## config.mk

```make
export PLATFORM = sky130hd
export DESIGN_NAME = imem_arbiter_flat
export DESIGN_NICKNAME = d
export VERILOG_FILES = /design/src/rtl/imem_pkg.sv /design/src/rtl/imem_arbiter_if.sv /design/src/rtl/imem_starve_ctr.sv /design/src/rtl/imem_arbiter.sv /design/src/flat_wrapper.sv
export SDC_FILE = /design/constraint.sdc
export NUM_CORES = 1
export LEC_CHECK = 0
export ABC_AREA = 1
export CORE_AREA = 3 3 85 87
export CTS_BUF_LIST = sky130_fd_sc_hd__clkbuf_2
export CTS_CLUSTER_DIAMETER = 150
export CTS_CLUSTER_SIZE = 25
export DETAILED_ROUTE_END_ITERATION = 10
export DIE_AREA = 0 0 88 90
export GPL_TIMING_DRIVEN = 0
export PLACE_DENSITY = 0.76
export SLEW_MARGIN = 10
export SYNTH_ARGS = -nofsm -noshare
export SYNTH_HDL_FRONTEND = slang
export SYNTH_SLANG_ARGS = --single-unit
```

## constraint.sdc

```tcl
create_clock -name clk -period 3.75 [get_ports clk]
set_input_delay 0.5625 -clock clk [delete_from_list [all_inputs] [get_ports clk]]
set_output_delay 0.5625 -clock clk [all_outputs]
set_load 0.005 [all_outputs]
```

## src/rtl/imem_pkg.sv

```systemverilog
// imem_pkg: shared default widths and the address fault rule for the instruction-memory arbiter
package imem_pkg;
  localparam int DEF_ADDR_WIDTH = 32;
  localparam int DEF_DATA_WIDTH = 32;
  localparam int DEF_WORD_ADDR_BITS = 18;
  localparam int DEF_STARVE_LIMIT = 4;
  function automatic logic addr_fault(input logic [63:0] addr, input int word_bits);
    return (addr[1:0] != 2'b00) || ((addr >> (word_bits + 2)) != 64'd0);
  endfunction
endpackage

```

## src/rtl/imem_arbiter_if.sv

```systemverilog
// imem_arbiter_if: fetch, loader and memory-port signals shared by the arbiter and its neighbours
interface imem_arbiter_if import imem_pkg::*; #(
  parameter int ADDR_WIDTH = DEF_ADDR_WIDTH,
  parameter int DATA_WIDTH = DEF_DATA_WIDTH,
  parameter int WORD_ADDR_BITS = DEF_WORD_ADDR_BITS
);
  logic if_req;
  logic [ADDR_WIDTH-1:0] if_addr;
  logic if_gnt;
  logic if_rvalid;
  logic [DATA_WIDTH-1:0] if_rdata;
  logic if_fault;
  logic ld_req;
  logic [ADDR_WIDTH-1:0] ld_addr;
  logic [DATA_WIDTH-1:0] ld_wdata;
  logic ld_gnt;
  logic ld_err;
  logic mem_en;
  logic mem_we;
  logic [WORD_ADDR_BITS-1:0] mem_addr;
  logic [DATA_WIDTH-1:0] mem_wdata;
  logic [DATA_WIDTH-1:0] mem_rdata;
  modport slave (
    input if_req, if_addr, ld_req, ld_addr, ld_wdata, mem_rdata,
    output if_gnt, if_rvalid, if_rdata, if_fault, ld_gnt, ld_err,
    output mem_en, mem_we, mem_addr, mem_wdata
  );
  modport master (
    output if_req, if_addr, ld_req, ld_addr, ld_wdata, mem_rdata,
    input if_gnt, if_rvalid, if_rdata, if_fault, ld_gnt, ld_err,
    input mem_en, mem_we, mem_addr, mem_wdata
  );
endinterface

```

## src/rtl/imem_starve_ctr.sv

```systemverilog
// imem_starve_ctr: loader-first grant select with a saturating counter that lets a starved fetch through
module imem_starve_ctr import imem_pkg::*; #(
  parameter int STARVE_LIMIT = DEF_STARVE_LIMIT
) (
  input  logic clk,
  input  logic rst,
  input  logic if_req,
  input  logic ld_req,
  output logic if_gnt,
  output logic ld_gnt
);
  localparam int CW = $clog2(STARVE_LIMIT + 2);
  logic [CW-1:0] cnt;
  logic fetch_pri;
  // Loader wins contention until fetch has waited STARVE_LIMIT grants; nothing is granted in reset
  always_comb begin
    fetch_pri = cnt == CW'(STARVE_LIMIT);
    ld_gnt = !rst && ld_req && (!if_req || !fetch_pri);
    if_gnt = !rst && if_req && !ld_gnt;
  end
  // Count loader grants that made fetch wait; the limit is never exceeded because fetch then wins
  always_ff @(posedge clk)
    if (rst) cnt <= '0;
    else cnt <= (ld_gnt && if_req) ? cnt + CW'(1) : '0;
endmodule

```

## src/rtl/imem_arbiter.sv

```systemverilog
// imem_arbiter: shares the single-port instruction memory between the fetch stage and the program loader
module imem_arbiter import imem_pkg::*; #(
  parameter int ADDR_WIDTH = DEF_ADDR_WIDTH,
  parameter int DATA_WIDTH = DEF_DATA_WIDTH,
  parameter int WORD_ADDR_BITS = DEF_WORD_ADDR_BITS,
  parameter int STARVE_LIMIT = DEF_STARVE_LIMIT
) (
  input logic clk,
  input logic rst,
  imem_arbiter_if.slave bus
);
  logic if_g, ld_g, if_flt, ld_flt, use_ld, last_ld, rd_ok, rvalid, fault, err;
  logic [ADDR_WIDTH-1:0] if_a, ld_a;
  imem_starve_ctr #(.STARVE_LIMIT(STARVE_LIMIT)) u_starve (
    .clk(clk),
    .rst(rst),
    .if_req(bus.if_req),
    .ld_req(bus.ld_req),
    .if_gnt(if_g),
    .ld_gnt(ld_g)
  );
  // Fault-check both candidates; the idle port keeps pointing at whoever was granted last
  always_comb begin
    if_a = bus.if_addr;
    ld_a = bus.ld_addr;
    if_flt = addr_fault(64'(if_a), WORD_ADDR_BITS);
    ld_flt = addr_fault(64'(ld_a), WORD_ADDR_BITS);
    use_ld = ld_g || (!if_g && last_ld);
  end
  assign bus.if_gnt = if_g;
  assign bus.ld_gnt = ld_g;
  assign bus.mem_en = (if_g && !if_flt) || (ld_g && !ld_flt);
  assign bus.mem_we = ld_g && !ld_flt;
  assign bus.mem_addr = rst ? '0 : use_ld ? ld_a[WORD_ADDR_BITS+1:2] : if_a[WORD_ADDR_BITS+1:2];
  assign bus.mem_wdata = rst ? '0 : bus.ld_wdata;
  assign bus.if_rvalid = rvalid;
  assign bus.if_fault = fault;
  assign bus.if_rdata = rd_ok ? bus.mem_rdata : {DATA_WIDTH{1'b0}};
  assign bus.ld_err = err;
  // One-cycle response pipeline: remember what was granted so the next cycle can report it
  always_ff @(posedge clk)
    if (rst) begin
      rvalid <= 1'b0;
      fault <= 1'b0;
      rd_ok <= 1'b0;
      err <= 1'b0;
      last_ld <= 1'b0;
    end else begin
      rvalid <= if_g;
      fault <= if_g && if_flt;
      rd_ok <= if_g && !if_flt;
      err <= ld_g && ld_flt;
      if (if_g || ld_g) last_ld <= ld_g;
    end
endmodule
```

## src/flat_wrapper.sv

```systemverilog
// flat-port wrapper written by rule: the top's interface ports become plain ports
module imem_arbiter_flat import imem_pkg::*;
#(
  parameter int ADDR_WIDTH = DEF_ADDR_WIDTH,
  parameter int DATA_WIDTH = DEF_DATA_WIDTH,
  parameter int WORD_ADDR_BITS = DEF_WORD_ADDR_BITS,
  parameter int STARVE_LIMIT = DEF_STARVE_LIMIT
)
  (clk, rst, bus_if_req, bus_if_addr, bus_ld_req, bus_ld_addr, bus_ld_wdata, bus_mem_rdata, bus_if_gnt, bus_if_rvalid, bus_if_rdata, bus_if_fault, bus_ld_gnt, bus_ld_err, bus_mem_en, bus_mem_we, bus_mem_addr, bus_mem_wdata);
  imem_arbiter_if #(.ADDR_WIDTH(ADDR_WIDTH), .DATA_WIDTH(DATA_WIDTH), .WORD_ADDR_BITS(WORD_ADDR_BITS)) bus_i ();
  input logic clk;
  input logic rst;
  input wire logic [$bits(bus_i.if_req)-1:0] bus_if_req;
  input wire logic [$bits(bus_i.if_addr)-1:0] bus_if_addr;
  input wire logic [$bits(bus_i.ld_req)-1:0] bus_ld_req;
  input wire logic [$bits(bus_i.ld_addr)-1:0] bus_ld_addr;
  input wire logic [$bits(bus_i.ld_wdata)-1:0] bus_ld_wdata;
  input wire logic [$bits(bus_i.mem_rdata)-1:0] bus_mem_rdata;
  output wire logic [$bits(bus_i.if_gnt)-1:0] bus_if_gnt;
  output wire logic [$bits(bus_i.if_rvalid)-1:0] bus_if_rvalid;
  output wire logic [$bits(bus_i.if_rdata)-1:0] bus_if_rdata;
  output wire logic [$bits(bus_i.if_fault)-1:0] bus_if_fault;
  output wire logic [$bits(bus_i.ld_gnt)-1:0] bus_ld_gnt;
  output wire logic [$bits(bus_i.ld_err)-1:0] bus_ld_err;
  output wire logic [$bits(bus_i.mem_en)-1:0] bus_mem_en;
  output wire logic [$bits(bus_i.mem_we)-1:0] bus_mem_we;
  output wire logic [$bits(bus_i.mem_addr)-1:0] bus_mem_addr;
  output wire logic [$bits(bus_i.mem_wdata)-1:0] bus_mem_wdata;
  assign bus_i.if_req = bus_if_req;
  assign bus_i.if_addr = bus_if_addr;
  assign bus_i.ld_req = bus_ld_req;
  assign bus_i.ld_addr = bus_ld_addr;
  assign bus_i.ld_wdata = bus_ld_wdata;
  assign bus_i.mem_rdata = bus_mem_rdata;
  assign bus_if_gnt = bus_i.if_gnt;
  assign bus_if_rvalid = bus_i.if_rvalid;
  assign bus_if_rdata = bus_i.if_rdata;
  assign bus_if_fault = bus_i.if_fault;
  assign bus_ld_gnt = bus_i.ld_gnt;
  assign bus_ld_err = bus_i.ld_err;
  assign bus_mem_en = bus_i.mem_en;
  assign bus_mem_we = bus_i.mem_we;
  assign bus_mem_addr = bus_i.mem_addr;
  assign bus_mem_wdata = bus_i.mem_wdata;
  imem_arbiter #(.ADDR_WIDTH(ADDR_WIDTH), .DATA_WIDTH(DATA_WIDTH), .WORD_ADDR_BITS(WORD_ADDR_BITS), .STARVE_LIMIT(STARVE_LIMIT)) u_core (.clk(clk), .rst(rst), .bus(bus_i));
endmodule
```

==> results of run 1 <==
## cells by family after synthesis
| logic type | synth area share, % |
|---|---|
| fa+ha+maj | 1.83 |
| xor+xnor | 0.641 |
| flops | 11.7 |
| compound gates | 8.42 |
| buf+inv | 27.7 |
| simple gates | 49.7 |
## flip-flops by register name (all words and copies together), names as in the netlist
register              flops
u_core.u_starve.cnt       3
u_core.bus.if_fault       1
u_core.bus.if_rvalid      1
u_core.bus.ld_err         1
u_core.last_ld            1
u_core.rd_ok              1
## layout make-up
| cell class | count | area, um2 |
|---|---|---|
| well taps | 77 | 96.3 |
| clock buffers | 3 | 15.0 |
| multi-input cells | 181 | 828 |
| plain buffers | 16 | 108 |
| flip-flops and latches | 8 | 160 |
| fillers | 618 | 2750 |
| inverters | 72 | 270 |
| repair buffers | 219 | 2190 |
## power by group through the flow
stage                     registers, W  logic (W)  clock network (W)
after global routing         0.0000895   0.000330          0.0000574
after CTS                    0.0000890   0.000306          0.0000518
after detailed placement     0.0000911   0.000305                  0
after global placement       0.0000910   0.000301                  0
final                        0.0000891   0.000303          0.0000487
after floorplan              0.0000913  0.0000834                  0
## critical path, delay by kind of cell
family	cells	cell delay [ns]
buffers and inverters	3	1.28
AOI/OAI and AO/OA	1	0.08
and+or+nand+nor	3	0.41
## path summary, 6_finish.rpt
path / cells past startpoint / from / slack (ns) / to
worst max-delay path: 7 / bus_if_req / 0.87 / bus_mem_addr[11]
worst max register to register: 8 / u_core.u_starve.cnt[0] / 2.49 / u_core.u_starve.cnt[2]
worst min-delay path: 1 / u_core.u_starve.cnt[0] / 0.45 / u_core.u_starve.cnt[0]
worst min register to register: 1 / u_core.u_starve.cnt[0] / 0.45 / u_core.u_starve.cnt[0]
## stage by stage
| step | instance area, um2 | setup slack [ns] | utilization, % | power (W) | instances |
|---|---|---|---|---|---|
| final | 3670 | 0.865 | 57.1 | 0.000440 | 576 |
| after global routing | 3670 | 0.725 | 57.1 | 0.000477 | 576 |
| after CTS | 3670 | 0.853 | 57.1 | 0.000447 | 576 |
| after detailed placement | 3650 | 0.857 | 56.9 | 0.000396 | 573 |
| after global placement | 3650 | 0.901 | 56.9 | 0.000392 | 573 |
| after floorplan | 1370 | 1.93 | - | 0.000175 | 277 |
## synthesized netlist by cell type (all sizes together)
cell,count
a21oi,23
buf,10
clkbuf,6
dfxtp,8
ha,2
inv,72
nand2,61
nand3,4
nand3b,18
nor2,70
or2,2
xnor2,1
## per-layer routing
metal | part of all wire, % | global-route usage [%] | up-vias
li1 | - | - | 1240
met1 | 33 | 15.6 | 972
met2 | 53 | 32.8 | 135
met3 | 13 | 6.12 | 4
met4 | 1.1 | 2.94 | 0
met5 | 0 | 0 | -
==> impl_metrics.yaml, run 1 <==
worst_setup_path:
  crit_arrival_ns: 2.32
  crit_path_end_kind: "output port"
  crit_top_cell: "clkdlybuf4s50_1"
  max_stage_delay_ns: 0.56
  slowest_stage: "clkdlybuf4s50_1"
  critPathKind: "in2out"
  crit_chain: "clkdlybuf4s50_1 -> nand3_1 -> nand2_2 -> buf_4 -> a21oi_1 -> nor2_1 -> clkdlybuf4s50_1"
  startpoint_type: "primary input"
  critPathMaxFanout: 10
  required_ns: 3.19
sta:
  worst_pin_slew_ns: 0.384
  setup_tns_ns: 0
  fmax_mhz: 347
  relSlewSlack_pct: 74.4
  finClkSkew_ns: 0.000405
  drv_slew: 0
  setup_violations: 0
  layout_worst_path_cycle_share_pct: 76.9
  period_needed_ns: 2.88
  rsz0062_at_grt: "no"
  fin_hold_ws_ns: 0.451
  hold_viol: 0
power_and_ir_drop:
  p_int_w: 0.000322
  p_leak_nw: 1.84
  peakVddDrop_uv: 69.8
  switchingPower_w: 0.000119
  p_clk_share_pct: 11.1
  combPwrFrac_pct: 68.7
  power_frac_seq_pct: 20.2
  power_density_nw_per_um2: 120
  p_sw_share_pct: 27.0
detailed_routing:
  drt_iter0_markers: 33
  ant_nets: 0
  first_pass_iters: 4
  routedWlPerCell_um: 12.0
  via_count: 2351
  vias_per_cell: 4.08
  drt-total-wl_mm: 6.89
  drcViolationCount: 0
cts:
  cts.sinks: 8
  cts_tree: "built"
  htree_levels: 1
  clk_latency_ns: 0.22
  post_cts_buffers: 0
  cts_buffer_depth: 2
  cts_hold_buf: 0
  cts-buffers-inserted: 3
  path_clk_slew_ns: 0.07
  cts_root_buf: "clkbuf_2"
  cts-resized-gates: 0
final_layout:
  final_common_cell: "clkdlybuf4s50_1"
  final_cell_mix: "clkdlybuf4s50_1, inv_1, nor2_1, nand2_1, a21oi_1"
  nets: 635
  insertedDiodeCount: 0
  area_growth_pct: 169
  drive_gt1_share_pct: 4.21
run:
  max-cap-violations: 0
synth:
  syn-num-nets: 411
  synth_area_leaders: "inv_1, nor2_1, nand2_1, dfxtp_1, nand3b_1"
  syn_area_um2: 1370
  synth_top_area_share_pct: 19.2
  yosysWarnings: 0
  synth_cell_types: 18
  synth_area_per_cell_um2: 4.93
  seq_area_frac_synth_pct: 11.7
  synthCells: 277
  synth_largest_area_cell: "inv_1"
  ys_ff_latch: 8
run_status:
  status: "completed"
floorplanning:
  design.core.area_um2: 6420
  dieArea_um2: 7920
  die_y_um: 90
  ioPinCount: 221
  rows: 29
  start_util_pct: 21.3
  die_w_um: 88
hold_path:
  hold_path.class: "reg2reg"
placed_design:
  place_congestion: 0.778
  hpwl_mm: 6.22
  port_buffers: 219
global_route:
  grt.overflow.total: 0
  grt_first_pass_wirelength_mm: 10.6
  grt_max_degree: 11
  grt_pass1_vias: 2368
  antenna_found_initial: 0
  grt_usage_pct: 16.5
No activity file was read; power rests on OpenSTA's default activity.
==> run 2: changes to the inputs <==
--- a/config.mk
+++ b/config.mk
@@ -6,14 +6,14 @@
 export NUM_CORES = 1
 export LEC_CHECK = 0
 export ABC_AREA = 1
-export CORE_AREA = 3 3 85 87
+export CORE_MARGIN = 3
+export CORE_UTILIZATION = 21
 export CTS_BUF_LIST = sky130_fd_sc_hd__clkbuf_2
 export CTS_CLUSTER_DIAMETER = 150
 export CTS_CLUSTER_SIZE = 25
 export DETAILED_ROUTE_END_ITERATION = 10
-export DIE_AREA = 0 0 88 90
 export GPL_TIMING_DRIVEN = 0
-export PLACE_DENSITY = 0.76
+export PLACE_DENSITY = 0.81
 export SLEW_MARGIN = 10
 export SYNTH_ARGS = -nofsm -noshare
 export SYNTH_HDL_FRONTEND = slang
==> constraint.sdc (replaced) <==
create_clock -name clk -period 2.3 [get_ports clk]
set_input_delay 0.345 -clock clk [delete_from_list [all_inputs] [get_ports clk]]
set_output_delay 0.345 -clock clk [all_outputs]
set_load 0.005 [all_outputs]
==> run 2 against run 1 <==
Net effect:
- design area rose by 0.85%
- global-route usage rose by 0.89 points
- sequential share of layout area barely moved
- sequential power rose by 63%
- power rose by 62%
- routed wire length rose by 2.5%
- critical endpoint is now bus_ld_gnt
- highest routed layer unchanged
- clock skew rose by 0.010 ns
- sequential cell count did not move
- clock power rose by 71%
- count of clock-buffer cells in the layout did not move
==> impl_metrics.yaml, run 2 (same netlist as run 1, synthesis figures left out) <==
cts:
  cts_buffer_depth: 2
  path_clk_slew_ns: 0.09
  cts.sinks: 8
  htree_levels: 1
  post_cts_buffers: 0
  cts_root_buf: "clkbuf_2"
  cts_tree: "built"
  cts_hold_buf: 0
  clk_latency_ns: 0.23
  cts-buffers-inserted: 3
floorplanning:
  design.core.area_um2: 6100
  die_w_um: 86.7
  start_util_pct: 22.4
  dieArea_um2: 7510
  rows: 28
  die_y_um: 86.7
  ioPinCount: 221
run_status:
  status: "completed"
placed_design:
  hpwl_mm: 6.24
  port_buffers: 219
  place_congestion: 0.845
  detailedPlace.worstSlack_ns: -0.0940
global_route:
  grt_pass1_vias: 2303
  grt_first_pass_wirelength_mm: 10.5
  grt_usage_pct: 17.4
  grt.overflow.total: 0
  grt_max_degree: 11
  antenna_found_initial: 0
worst_setup_path:
  critPathKind: "in2out"
  crit_arrival_ns: 1.79
  crit_path_end_kind: "output port"
  startpoint_type: "primary input"
  critPathMaxFanout: 10
  required_ns: 1.96
final_layout:
  largest_register_ffs: 3
  area_growth_pct: 171
  final_cell_mix: "clkdlybuf4s50_1, inv_1, nor2_1, nand2_1, a21oi_1"
  num-fill-cells: 566
  drive_gt1_share_pct: 4.61
  regMostFlops: "u_core.u_starve.cnt"
  nets: 635
  multi_input_area_um2: 838
  regArea_um2: 161
  final_common_cell: "clkdlybuf4s50_1"
  insertedDiodeCount: 0
run:
  max-cap-violations: 0
sta:
  setup_tns_ns: 0
  period_needed_ns: 2.14
  layout_worst_path_cycle_share_pct: 93.0
  fin_ws_ns: 0.160
  setup_violations: 0
  hold_viol: 0
  drv_slew: 0
  finClkSkew_ns: 0.0109
  worst_pin_slew_ns: 0.424
  rsz0062_at_grt: "no"
  fmax_mhz: 467
  relSlewSlack_pct: 71.8
power_and_ir_drop:
  power_density_nw_per_um2: 192
  p_leak_nw: 2.01
  peakVddDrop_uv: 116
detailed_routing:
  vias_per_cell: 4.14
  drt_iter0_markers: 44
  routedWlPerCell_um: 12.3
  first_pass_iters: 4
  via_count: 2376
  drcViolationCount: 0
  ant_nets: 0
  drt-total-wl_mm: 7.06
hold_path:
  hold_path.class: "in2reg"
run 2: through the flow:
stage                     instances  power (W)  utilization (%)  hold WS (ns)  cell area (um2)
after floorplan                 277   0.000285                -         0.417             1370
after global placement          571   0.000638             59.9         0.428             3650
after detailed placement        571   0.000644             59.9         0.444             3650
after CTS                       574   0.000721             60.1         0.301             3670
after global routing            574   0.000766             60.7         0.302             3700
final                           574   0.000712             60.7         0.306             3700
run 2: power breakdown:
| part | leakage (nW) | total (W) | internal [W] | switching (W) |
|---|---|---|---|---|
| registers | 0.0659 | 0.000145 | 0.000143 | 0.00000204 |
| logic | 1.93 | 0.000483 | 0.000335 | 0.000148 |
| clock network | 0.0125 | 0.0000834 | 0.0000356 | 0.0000478 |
| total | 2.01 | 0.000712 | 0.000514 | 0.000198 |
run 2: worst max-delay path: stages:
cell             delay [ns]
clkdlybuf4s50_1        0.45
inv_1                  0.06
nor2_4                 0.13
nand2_4                0.08
buf_6                  0.14
inv_2                  0.06
clkdlybuf4s50_1        0.52
run 2: final timing paths:
kind	from	to	slack, ns	cells past startpoint
worst max-delay path	bus_ld_req	bus_ld_gnt	0.16	7
worst min-delay path	rst	u_core.last_ld	0.31	2
worst max register to register	u_core.u_starve.cnt[0]	u_core.u_starve.cnt[2]	1.06	8
worst min register to register	u_core.u_starve.cnt[0]	u_core.u_starve.cnt[0]	0.42	1
run 2: timing repair:
item,4_1_cts,5_1_grt
setup endpoints to repair,20,10
resized for setup,14,13
gates cloned,0,0
pin swaps,0,0
run 2: layout make-up:
type	count	share of cell area (%)
multi-input cells	181	22.7
plain buffers	16	3.21
well taps	75	2.54
clock buffers	3	0.406
flip-flops and latches	8	4.36
repair buffers	219	59.5
inverters	72	7.30
run 2: per-layer routing:
layer  global-route usage (%)  up-vias  routed length, um
met5                        0        -                  0
met4                     4.25        0                 75
met3                     4.56        6                735
met2                     34.9      139               3770
met1                     17.4      993               2480
li1                         -     1238                  -
